## src/rtl/multi_lane_datapath_reset.sv

```systemverilog
// Datapath reset generator for a bonded multi-lane GT link: pulses rst_out when any enabled
// lane stays bad past a backoff-scaled timeout, and gives up after a bounded number of retries.
module multi_lane_datapath_reset #(
    parameter int unsigned NUM_LANES     = 4,
    parameter int unsigned COUNTER_WIDTH = 16,
    parameter int unsigned BACKOFF_SHIFT = 3,
    parameter int unsigned PULSE_CYCLES  = 4,
    parameter int unsigned MAX_RETRIES   = 8,
    parameter int unsigned STABLE_CYCLES = 256,
    localparam int unsigned RCW = (MAX_RETRIES == 0) ? 1 : $clog2(MAX_RETRIES + 1)
) (
    input  logic                     clk,
    input  logic                     rst_n,
    input  logic [NUM_LANES-1:0]     channel_good,
    input  logic [NUM_LANES-1:0]     lane_en,
    input  logic [COUNTER_WIDTH-1:0] timeout_cycles,
    input  logic                     retry_clr,
    output logic                     rst_out,
    output logic                     link_up,
    output logic                     failed,
    output logic [RCW-1:0]           retry_count,
    output logic [NUM_LANES-1:0]     bad_lanes
);

    localparam int unsigned WW   = COUNTER_WIDTH + BACKOFF_SHIFT;
    localparam int unsigned PCW  = (PULSE_CYCLES <= 1) ? 1 : $clog2(PULSE_CYCLES);
    localparam int unsigned SCW  = $clog2(STABLE_CYCLES + 1);
    localparam int unsigned SHW  = (BACKOFF_SHIFT == 0) ? 1 : $clog2(BACKOFF_SHIFT + 1);
    localparam int unsigned RMAX = (MAX_RETRIES == 0) ? ((1 << RCW) - 1) : MAX_RETRIES;

    typedef enum logic [1:0] {
        ST_LINKED = 2'd0,
        ST_WAIT   = 2'd1,
        ST_RESET  = 2'd2,
        ST_FAILED = 2'd3
    } state_t;

    state_t              state, state_n;
    logic [WW-1:0]       wait_cnt, wait_n;
    logic [PCW-1:0]      pulse_cnt, pulse_n;
    logic [SCW-1:0]      stable_cnt, stable_n;
    logic [RCW-1:0]      retry_n;

    logic                     all_good_c;
    logic [COUNTER_WIDTH-1:0] t_base_c;
    logic [SHW-1:0]           shift_c;
    logic [WW-1:0]            teff_c;
    logic [RCW-1:0]           retry_inc_c;

    // Effective timeout: max(T,1) scaled by the capped retry backoff.
    always_comb begin
        all_good_c  = &(channel_good | ~lane_en);
        t_base_c    = (timeout_cycles == '0) ? COUNTER_WIDTH'(1) : timeout_cycles;
        shift_c     = (32'(retry_count) >= BACKOFF_SHIFT) ? SHW'(BACKOFF_SHIFT) : SHW'(retry_count);
        teff_c      = WW'(t_base_c) << shift_c;
        retry_inc_c = (retry_count == RCW'(RMAX)) ? retry_count : retry_count + RCW'(1);
    end

    // Next-state and counter updates.
    always_comb begin
        state_n  = state;
        wait_n   = wait_cnt;
        pulse_n  = pulse_cnt;
        stable_n = stable_cnt;
        retry_n  = retry_count;
        case (state)
            ST_LINKED: begin
                if (!all_good_c) begin
                    state_n = ST_WAIT;
                    wait_n  = '0;
                end else if (stable_cnt != SCW'(STABLE_CYCLES)) begin
                    stable_n = stable_cnt + SCW'(1);
                    if (stable_n == SCW'(STABLE_CYCLES)) begin
                        retry_n = '0;
                    end
                end
            end
            ST_WAIT: begin
                if (all_good_c) begin
                    state_n  = ST_LINKED;
                    stable_n = '0;
                end else if (wait_cnt >= teff_c - WW'(1)) begin
                    // >= so a timeout lowered mid-wait fires at once instead of wrapping
                    state_n = ST_RESET;
                    pulse_n = '0;
                end else begin
                    wait_n = wait_cnt + WW'(1);
                end
            end
            ST_RESET: begin
                if (pulse_cnt == PCW'(PULSE_CYCLES - 1)) begin
                    retry_n = retry_inc_c;
                    if (MAX_RETRIES != 0 && retry_inc_c == RCW'(MAX_RETRIES)) begin
                        state_n = ST_FAILED;
                    end else begin
                        state_n = ST_WAIT;
                        wait_n  = '0;
                    end
                end else begin
                    pulse_n = pulse_cnt + PCW'(1);
                end
            end
            ST_FAILED: begin
                if (all_good_c) begin
                    state_n  = ST_LINKED;
                    stable_n = '0;
                end else if (retry_clr) begin
                    state_n = ST_WAIT;
                    wait_n  = '0;
                    retry_n = '0;
                end
            end
            default: state_n = ST_WAIT;
        endcase
    end

    // State, counters and outputs; outputs decode the next state so they align with it.
    always_ff @(posedge clk) begin
        if (!rst_n) begin
            state       <= ST_WAIT;
            wait_cnt    <= '0;
            pulse_cnt   <= '0;
            stable_cnt  <= '0;
            retry_count <= '0;
            rst_out     <= 1'b0;
            link_up     <= 1'b0;
            failed      <= 1'b0;
            bad_lanes   <= '0;
        end else begin
            state       <= state_n;
            wait_cnt    <= wait_n;
            pulse_cnt   <= pulse_n;
            stable_cnt  <= stable_n;
            retry_count <= retry_n;
            rst_out     <= (state_n == ST_RESET);
            link_up     <= (state_n == ST_LINKED);
            failed      <= (state_n == ST_FAILED);
            bad_lanes   <= lane_en & ~channel_good;
        end
    end

endmodule

```

## config.mk

```make
export PLATFORM = sky130hd
export DESIGN_NAME = multi_lane_datapath_reset
export DESIGN_NICKNAME = d
export VERILOG_FILES = /design/src/rtl/multi_lane_datapath_reset.sv
export SDC_FILE = /design/constraint.sdc
export NUM_CORES = 1
export LEC_CHECK = 0
export BUFFER_PORTS_ARGS = -buffer_cell sky130_fd_sc_hd__buf_2
export CORE_ASPECT_RATIO = 0.5
export CORE_UTILIZATION = 42
export DETAILED_ROUTE_END_ITERATION = 7
export GPL_ROUTABILITY_DRIVEN = 0
export HOLD_SLACK_MARGIN = 0.1
export PLACE_DENSITY = 0.66
export SYNTH_ARGS = -nofsm -noshare
export SYNTH_HDL_FRONTEND = slang
export SYNTH_SLANG_ARGS = --single-unit
```

## constraint.sdc

```tcl
create_clock -name clk -period 9.4 [get_ports clk]
set_clock_uncertainty 0.2 [all_clocks]
set_input_delay 0.47 -clock clk [delete_from_list [all_inputs] [get_ports clk]]
set_output_delay 0.47 -clock clk [all_outputs]
set_load 0.05 [all_outputs]
```

# == After elaboration in Yosys (flattened, before gate mapping) ==
# Index checks and enable logic that the tools add are counted.
# op_classes
n_addsub,5
n_lt_le_gt_ge,2
n_eq_ne,23
n_shift,1
mux,34
bitwise_logic,4
n_reduce_logical,12
# op_table
cell,count
$mux W19,7
$pmux W19 S4,1
$mux W4,7
$mux W9,3
$ne A2 B2 Y1 const B,12
$mux W2,11
$add A19 B1 Y19 const B,1
$ge A19 B19 Y1,1
$shl A16 B2 Y19,1
$sub A19 B1 Y19 const B,1
$pmux W9 S2,1
$logic_not A16 Y1,1
$mux W16,1
$reduce_and A7 Y1,2
$pmux W4 S3,1
$reduce_and A4 Y1,3
$eq A2 B2 Y1 const B,5
$add A9 B1 Y9 const B,1
$eq A9 B9 Y1 const B,1
$ne A9 B9 Y1 const B,1
$eq A4 B4 Y1 const B,2
$not A4 Y4,2
$pmux W2 S4,1
$add A4 B1 Y4 const B,1
other kinds (11),13
# word_totals
register_bits,43
output_inout_bits,11
elab_cells,90

# == Logic depth before layout (Yosys ltp) ==
# Gate-level depths: netlist of the first run.
# logic_depth
depth_word,9
ltp_mapped,21

# == Worst setup path before layout of the first run ==
# OpenSTA, ideal clock, no wires.
# synth_path
path_type,flip-flop to flip-flop
start,register retry_count[0]
end,register wait_cnt[17]
arrival_time_ns,4.939
t_required_ns,9.065
path_slack_ns,4.126
path_stages_with_launch,22
path_buffers,5
cell_sequence,dfxtp_1 > ha_1 > clkbuf_1 > nor4_2 > clkbuf_1 > clkbuf_1 > o211ai_1 > ha_1 > and2_1 > o2111a_4 > nand4_1 > xor2_1 > mux2i_1 > ha_1 > a21oi_1 > o21ai_0 > a221oi_1 > a21boi_0 > clkbuf_1 > clkbuf_1 > o311ai_0 > o41ai_1
# synth_via
elab_chain_cells,7
word_cells_on_any_way,12
# synth_rtl
element,line_no,text
"start, declared",21,"output logic [RCW-1:0] retry_count,"
"start signal, assigned",134,retry_count <= retry_n;
$ge A4 B2 Y1,54,shift_c = (32'(retry_count) >= BACKOFF_SHIFT) ? SHW'(BACKOFF_SHIFT) : SHW'(retry_count);
$mux W2,54,
$shl A16 B2 Y19,55,teff_c = WW'(t_base_c) << shift_c;
$sub A19 B1 Y19,82,end else if (wait_cnt >= teff_c - WW'(1)) begin
$ge A19 B19 Y1,82,
$ne A2 B2 Y1 (no source line),-,
$reduce_and A7 Y1 (no source line) (*),-,
"end signal, assigned",131,wait_cnt <= wait_n;
"end, declared",39,"logic [WW-1:0] wait_cnt, wait_n;"
# Every way passes the cells marked *; elsewhere a longest branch is shown, timed or not.
# A chain may end at the register's enable or synchronous reset.

# == Final worst setup path of the first run ==
# layout_path
start,register retry_count[0]
end,register wait_cnt[5]
# Same word-level chain as after synthesis.

==> reports/metrics.cfg, run 1 <==
[critical_path]
worst_setup_path_end_kind = flip-flop
required_ns = 9.41
reg2reg_depth = 16
crit_arrival_ns = 5.81
cp-startpoint = retry_count[0]
reg2reg_slack_ns = 3.60
r2r_start = retry_count[0]
worst-path-max-fanout = 38
critPathLaunchType = flip-flop
rr_endpoint = wait_cnt[5]
critPathKind = flip-flop to flip-flop

[synth]
synth.mux.area_fraction_pct = 7.00
synth_compound_area_share_pct = 25.6
async_flop_share_pct = 0
synth_top_cell_by_area = dfxtp_1
synth_top_area_share_pct = 22.5
synth_xor_area_share_pct = 3.67
synthCells = 492
synth-edff-count = 0
ys.flop_type = dfxtp_1
synth-seq-cells = 43
synthAdderAreaFrac_pct = 8.51
netlist_area_sq_um = 3820
synth.net_count = 545
synthSimpleGateAreaFrac_pct = 28.5
ys_seq_area_share_pct = 22.5
synth_warnings = 0
avgSynthCellArea_sq_um = 7.77
synth_top_family_by_area = simple AND/OR/NAND/NOR gates
synth.area.top_cells = dfxtp_1, ha_1, mux2i_1
yosysUniqueCellTypes = 56

[worst_hold_path]
min_from = pulse_cnt[1]
hold_end = pulse_cnt[1]
hold_path.class = flip-flop to flip-flop
whs_path_depth = 2

[global_route]
gr-total-overflow = 0
grt_use_total_pct = 19.8
antenna_found_initial = 0
grt_pass1_vias = 3127
grt_start_max_net_pins = 39
grt_pass1_wl_mm = 15.2

[route]
via_count = 3701
routed_wl_mm = 9.16
post_drt_wl_per_cell_microns = 14.6
drtPass1Iterations = 5
drtAntennaViolNets = 0
drt_iter0_drc = 280
drc = 0
routed_via_density = 5.90

[cells_and_area]
final_core_util_pct = 48.4
final_common_cell = nand2_1
mostFrequentLayoutCells = nand2_1, dfxtp_1, buf_2
nNetsFinal = 562
num_antenna_cells = 0
num-fill-cells = 880
seq_area_sq_um = 861
syn_to_final_growth_pct = 11.1
multi_input_area_sq_um = 2820
layoutNonFillerInstCount = 627
drive_above_1_share_pct = 11.6

[clock_network]
numCtsBuffers = 5
clockRootBuffer = clkbuf_16
cts_htree_levels = 2
clockBufferDepth = 2
clkLatencyLatePin_ns = 0.29
cts_tree = done
cts_setup_buffers = 0
cts.sinks = 43
hold_buffers = 0
cts_resized = 0
clk_pin_slew_ns = 0.07

[die]
chipWidth_microns = 137
core_sq_um = 8770
io_pins = 38
initial_core_util_pct = 43.6
die_area_sq_um = 9510
die_h_microns = 69.5
row_count = 24

[timing]
max_slew_margin_pct = 23.9
drv_slew = 0
worst_pin_slew_ns = 1.13
setup_ws_ns = 3.60
fin_crit_sh_pct = 61.7
fmax_mhz = 172
rsz0062_at_grt = no
setup_viol = 0
finalSetupTns_ns = 0
period_minus_slack_ns = 5.80
hold_viol = 0

[power_and_ir_drop]
power_uw = 450
cellPowerDensity_nw_per_um2 = 106
max-vdd-ir-drop_v = 0.0000938
power.leakage_uw = 0.00172

[run]
max_cap_violations = 0

[placement]
hpwl_mm = 6.77
port_buffers = 37
dp.cells = 619
place_ws_ns = 3.67

[run_status]
run_status = complete, no violations

worst max-delay path: stages, from the launching register on:
cell	delay, ns
dfxtp_1	0.48
ha_1	0.45
nor4_4	0.90
mux2_2	0.48
a221oi_4	0.29
o2111a_4	0.33
nand3b_4	0.09
a2111oi_0	0.38
a31oi_1	0.08
ha_1	0.32
nand4_1	0.11
inv_1	0.05
a221oi_1	0.51
a21boi_2	0.10
buf_4	0.25
or4_1	0.52
a21oi_1	0.15
metrics by stage:
stage	hold WS [ns]	instance area [sq um]
after floorplan	0.242	3820
after global placement	0.252	4070
after detailed placement	0.265	4070
after CTS	0.286	4250
after global routing	0.289	4250
final	0.288	4250
worst max-delay path by stage:
stage	to	slack (ns)	cells after the start
after floorplan	wait_cnt[17]	4.13	21
final	wait_cnt[5]	3.60	16
after global routing	wait_cnt[3]	3.12	16
after global placement	wait_cnt[7]	3.83	16
after detailed placement	wait_cnt[3]	3.67	16
after CTS	wait_cnt[18]	3.66	16
flip-flops by register name, summed over array words and instances (netlist names):
name / cells
wait_cnt: 19
stable_cnt: 9
bad_lanes: 4
retry_count: 4
pulse_cnt: 2
state: 2
failed: 1
link_up: 1
rst_out: 1
power by group:
group	leakage (uW)	switching (uW)	total, uW	internal, uW
clock network	0.0000804	74.0	200	126
registers	0.000348	2.31	187	185
logic	0.00129	40.5	63.1	22.6
total	0.00172	117	450	333
synthesized netlist by cell type, types with 14 or more instances:
master and number:
clkbuf_1 26, o21ai_0 30, nand2_1 45, nand3_1 26, and2_1 17, nor2_1 26, dfxtp_1 43, mux2i_1 20
a21oi_1 32, nor3_1 14, ha_1 26
final cells by class:
cell class,count,area share [%]
clock buffer,5,2.95
clock inverter,3,1.09
inverter,12,1.06
multi-input combinational,408,66.5
sequential,43,20.3
tap,117,3.45
timing repair buffer,39,4.72
routing by layer:
| layer | part of all wire [%] | vias to the layer above | wire length (microns) | global-route usage, % |
|---|---|---|---|---|
| met5 | 0 | - | 0 | 0 |
| met4 | 0.47 | 0 | 43 | 4.03 |
| met3 | 3.9 | 4 | 353 | 3.44 |
| met2 | 44 | 70 | 4020 | 30.1 |
| met1 | 52 | 1723 | 4750 | 29.0 |
| li1 | - | 1904 | - | - |
cell families (layout without fill, tap and decap cells):
family / after synthesis / count (layout)
compound gates: 140 / 140
xor+xnor: 16 / 16
fa+ha+maj: 26 / 26
buf+inv: 41 / 59
flops: 43 / 43
mux: 25 / 25
simple gates: 201 / 201
No activity file was read; power rests on OpenSTA's default activity.
==> inputs of run 2 (changes only) <==
--- a/config.mk
+++ b/config.mk
@@ -11,7 +11,7 @@
 export DETAILED_ROUTE_END_ITERATION = 7
 export GPL_ROUTABILITY_DRIVEN = 0
 export HOLD_SLACK_MARGIN = 0.1
-export PLACE_DENSITY = 0.66
+export PLACE_DENSITY = 0.68
 export SYNTH_ARGS = -nofsm -noshare
 export SYNTH_HDL_FRONTEND = slang
 export SYNTH_SLANG_ARGS = --single-unit
==> constraint.sdc (replaced) <==
create_clock -name clk -period 5 [get_ports clk]
set_clock_uncertainty 0.2 [all_clocks]
set_input_delay 0.25 -clock clk [delete_from_list [all_inputs] [get_ports clk]]
set_output_delay 0.25 -clock clk [all_outputs]
set_load 0.05 [all_outputs]
==> reports/metrics.cfg, run 2 (synthesized netlist as in run 1, its figures left out) <==
[route]
drc = 0
drt_iter0_drc = 267
post_drt_wl_per_cell_microns = 14.5
routed_wl_mm = 9.43
routed_via_density = 5.95
drtAntennaViolNets = 0
drtPass1Iterations = 4
via_count = 3866

[global_route]
grt_start_max_net_pins = 39
grt_use_total_pct = 20.7
gr-total-overflow = 0
grt_pass1_wl_mm = 15.9
grt_pass1_vias = 3449
antenna_found_initial = 0

[cells_and_area]
top_regs = wait_cnt (19), stable_cnt (9)
final_common_cell = nand2_1
num_antenna_cells = 0
layoutNonFillerInstCount = 650
nNetsFinal = 585
largest-register = wait_cnt
mostFrequentLayoutCells = nand2_1, dfxtp_1, buf_2
largest_reg_flops = 19
drive_above_1_share_pct = 15.9
syn_to_final_growth_pct = 17.1
fin_area_sq_um = 4480
final_core_util_pct = 51.1
num-fill-cells = 862

[timing]
drv_slew = 0
fmax_mhz = 210
period_minus_slack_ns = 4.75
fin_crit_sh_pct = 95.0
finalSetupTns_ns = 0
worst_pin_slew_ns = 0.892
hold_viol = 0
setup_ws_ns = 0.249
setup_viol = 0
max_slew_margin_pct = 40.0

[run]
max_cap_violations = 0

[clock_network]
clk_pin_slew_ns = 0.06
clockBufferDepth = 2
cts_tree = done
numCtsBuffers = 5
cts.sinks = 43
clkLatencyLatePin_ns = 0.30
cts_htree_levels = 2
clockRootBuffer = clkbuf_16

[die]
core_sq_um = 8770
chipWidth_microns = 137
die_h_microns = 69.5
io_pins = 38
die_area_sq_um = 9510
row_count = 24
initial_core_util_pct = 43.6

[critical_path]
r2r_start = retry_count[0]
reg2reg_depth = 17
cp-startpoint = retry_count[0]
worst-path-max-fanout = 38
required_ns = 5.02
worst_setup_path_end_kind = flip-flop
critPathKind = flip-flop to flip-flop
crit_arrival_ns = 4.77
rr_endpoint = wait_cnt[5]
critPathLaunchType = flip-flop
reg2reg_slack_ns = 0.25

[placement]
port_buffers = 37
place_ws_ns = 0.136
placed_area_sq_um = 4210
hpwl_mm = 6.94
dp.cells = 635

[worst_hold_path]
hold_path.class = input port to flip-flop
min_from = lane_en[2]
whs_path_depth = 3
hold_end = bad_lanes[2]

[run_status]
run_status = complete, no violations

[power_and_ir_drop]
max-vdd-ir-drop_v = 0.000162
cellPowerDensity_nw_per_um2 = 192
power.leakage_uw = 0.00183

-- run 2: cell types whose count changed in the layout (fill, tap and decap cells not counted), moves of 2 or more --
cell / previous run / this run
dfxtp_1: 43 / 41
buf_4: 2 / 20
dlygate4sd3_1: 0 / 4
dfxtp_2: 0 / 2
-- run 2: worst max-delay path by stage --
stage | end | slack [ns] | cells past startpoint
after floorplan | wait_cnt[17] | 0.05 | 16
after global placement | wait_cnt[5] | 0.24 | 17
after detailed placement | wait_cnt[5] | 0.14 | 17
after CTS | wait_cnt[5] | 0.09 | 17
after global routing | wait_cnt[3] | -0.06 | 17
final | wait_cnt[5] | 0.25 | 17
-- run 2: area by class of cell --
type / instances / area (sq um) / area share, %
Inverter: 12 / 45.0 / 1.01
Clock inverter: 3 / 46.3 / 1.03
Clock buffer: 5 / 125 / 2.79
Sequential cell: 43 / 863 / 19.3
Tap cell: 117 / 146 / 3.27
Multi-Input combinational cell: 408 / 2860 / 63.8
Timing Repair Buffer: 62 / 395 / 8.83
-- run 2: layer usage --
metal  vias up  GRT usage, %  part of all wire [%]
met5         -             0                     0
met4         0          5.49                   1.0
met3        11          4.17                   3.3
met2        73          34.0                    46
met1      1832          27.4                    50
li1       1950             -                     -
-- run 2: critical path: stages (launching register included) --
cell	delay, ns
dfxtp_2	0.32
ha_2	0.25
nor4_4	0.35
buf_4	0.18
mux2_2	0.39
a221oi_4	0.27
o2111a_4	0.31
nand3b_4	0.09
or3_1	0.32
a31oi_1	0.18
ha_1	0.29
nand4_1	0.15
inv_1	0.09
a221oi_4	0.31
a21boi_2	0.11
buf_12	0.19
or4_1	0.50
a21oi_1	0.15
-- run 2: power by group --
group	internal (uW)	total, uW	switching [uW]
Clock	237	382	145
Combinational	47.6	126	78.6
Sequential	347	351	4.34
Total	632	860	228
-- run 2: what timing repair did --
action / in CTS / in global routing
buffers inserted: 0 / 3
endpoints found under the hold margin: 4 / 0
setup endpoints to repair: 0 / 22
gates resized for setup: 0 / 7
hold buffers: 4 / 0
-- run 2: through the flow --
step / hold WS [ns] / power (uW)
finish: 0.171 / 860
global route: 0.173 / 900
CTS: 0.165 / 867
detailed placement: 0.263 / 480
global placement: 0.251 / 479
floorplan: 0.242 / 441
==> inputs of run 3 (changes only) <==
--- a/config.mk
+++ b/config.mk
@@ -7,6 +7,7 @@
 export LEC_CHECK = 0
 export BUFFER_PORTS_ARGS = -buffer_cell sky130_fd_sc_hd__buf_2
 export CORE_ASPECT_RATIO = 0.5
+export CORE_MARGIN = 3
 export CORE_UTILIZATION = 42
 export DETAILED_ROUTE_END_ITERATION = 7
 export GPL_ROUTABILITY_DRIVEN = 0
==> reports/metrics.cfg, run 3 (synthesized netlist as in run 1, its figures left out) <==
[critical_path]
reg2reg_depth = 16
cp_num_buf_inv = 3
required_ns = 5.01
worst_setup_path_end_kind = flip-flop
critPathTopFamily = compound AO/OA/AOI/OAI gates
critPathKind = flip-flop to flip-flop
crit_arrival_ns = 4.73
worst-path-max-fanout = 38
reg2reg_slack_ns = 0.28
cpMaxStageDelayCell = or4_1
r2r_start = retry_count[0]
critPathLaunchType = flip-flop
crit_chain = buf_4 -> o41a_1 -> a2111o_1 -> a221oi_4 -> o2111a_4 -> nand3b_4 -> a2111oi_1 -> a31oi_1 -> ha_1 -> nand4_1 -> inv_1 -> a221oi_2 -> a21boi_2 -> buf_12 -> or4_1 -> a21oi_1
crit_path_max_incr_delay_ns = 0.51
rr_endpoint = wait_cnt[4]

[power_and_ir_drop]
max-vdd-ir-drop_v = 0.000164
swShare_pct = 26.2
power.switching_uw = 223
pwr-share-comb_pct = 15.2
power_uw = 853
p_seq_share_pct = 41.2
cellPowerDensity_nw_per_um2 = 191
power.leakage_uw = 0.00183
internal_power_uw = 630
p_clk_share_pct = 43.6

[timing]
hold_viol = 0
setup_viol = 0
fmax_mhz = 212
rsz0062_at_grt = no
period_minus_slack_ns = 4.72
finalSetupTns_ns = 0
drv_slew = 0
fin_crit_sh_pct = 94.3
max_slew_margin_pct = 58.6
worst_pin_slew_ns = 0.620

[clock_network]
clk_pin_slew_ns = 0.06
cts_tree = done
cts.sinks = 43
clkLatencyLatePin_ns = 0.29
clockRootBuffer = clkbuf_16
clockBufferDepth = 2
numCtsBuffers = 5
cts_htree_levels = 2

[cells_and_area]
multi_input_area_sq_um = 2860
num_antenna_cells = 0
top_regs = wait_cnt (19), stable_cnt (9)
syn_to_final_growth_pct = 17.0
layoutNonFillerInstCount = 645
nNetsFinal = 586
drive_above_1_share_pct = 16.7
mostFrequentLayoutCells = nand2_1, dfxtp_1, buf_2
final_common_cell = nand2_1
largest_reg_flops = 19
largest-register = wait_cnt
seq_area_sq_um = 866
num-fill-cells = 830

[worst_hold_path]
hold_path.class = input port to flip-flop
whs_path_depth = 3
hold_end = bad_lanes[1]
min_from = lane_en[1]

[die]
die_area_sq_um = 10400
io_pins = 38
chipWidth_microns = 141
die_h_microns = 73.5
core_sq_um = 8400
row_count = 23
initial_core_util_pct = 45.5

[placement]
dp.cells = 630
port_buffers = 37
hpwl_mm = 7.08

[global_route]
gr-total-overflow = 0
grt_start_max_net_pins = 39
grt_use_total_pct = 18.5
grt_pass1_wl_mm = 16.1
grt_pass1_vias = 3459
antenna_found_initial = 0

[route]
routed_via_density = 5.94
via_count = 3829
drt_iter0_drc = 252
drc = 0
drtAntennaViolNets = 0
routed_wl_mm = 9.66
drtPass1Iterations = 7
post_drt_wl_per_cell_microns = 15.0

[run]
max_cap_violations = 0

[run_status]
run_status = complete, no violations

## run 3: changes by cell type in the layout (fill, tap and decap cells not counted), sizes merged
cell / delta
buf: +1
inv: -1
## run 3: routing by layer
metal	global-route usage [%]	up-vias	share of wire, %
met5	0	-	0
met4	3.65	0	0.85
met3	3.90	10	4.6
met2	30.8	76	45
met1	25.2	1787	49
li1	-	1956	-
## run 3: power groups by stage
| stage | Clock [uW] | Sequential (uW) | Combinational, uW |
|---|---|---|---|
| after CTS | 378 | 351 | 127 |
| final | 372 | 351 | 130 |
| after global routing | 395 | 352 | 144 |
| after global placement | 0 | 359 | 122 |
| after floorplan | 0 | 364 | 77.7 |
| after detailed placement | 0 | 359 | 124 |
## run 3: cell type report
class | count | area share, %
inverter | 12 | 1.01
clock inverter | 2 | 0.839
sequential | 43 | 19.4
multi-input combinational | 408 | 63.9
tap | 112 | 3.13
clock buffer | 5 | 2.80
timing repair buffer | 63 | 9.01
## run 3: how the worst max path moves through the flow
stage | start | endpoint | slack, ns | cells after the start
after floorplan | retry_count[3] | wait_cnt[17] | 0.05 | 16
after detailed placement | retry_count[0] | wait_cnt[4] | 0.14 | 17
after global placement | retry_count[0] | wait_cnt[7] | 0.27 | 17
after global routing | retry_count[0] | wait_cnt[4] | 0.004 | 17
after CTS | retry_count[0] | wait_cnt[4] | 0.08 | 16
final | retry_count[0] | wait_cnt[4] | 0.28 | 16
## run 3: per-stage QoR
stage | area [sq um] | hold WS, ns | utilization (%) | setup WS, ns
after CTS | 4410 | 0.164 | 52.4 | 0.0846
after detailed placement | 4200 | 0.262 | 50.0 | 0.138
after floorplan | 3830 | 0.242 | - | 0.0539
after global routing | 4470 | 0.180 | 53.2 | 0.00389
after global placement | 4200 | 0.251 | 50.0 | 0.266
final | 4470 | 0.166 | 53.2 | 0.283
## run 3: worst register-to-register path, stage by stage, from the launching register on
cell       delay [ns]
dfxtp_2          0.32
buf_4            0.18
o41a_1           0.45
a2111o_1         0.41
a221oi_4         0.38
o2111a_4         0.33
nand3b_4         0.09
a2111oi_1        0.38
a31oi_1          0.08
ha_1             0.33
nand4_1          0.12
inv_1            0.06
a221oi_2         0.31
a21boi_2         0.12
buf_12           0.19
or4_1            0.51
a21oi_1          0.16
## run 3: repair_timing
item,in CTS,in global routing
hold buffers,4,0
setup endpoints to repair,0,26
setup buffers,0,4
endpoints found under the hold margin,4,0
gates resized for setup,0,10
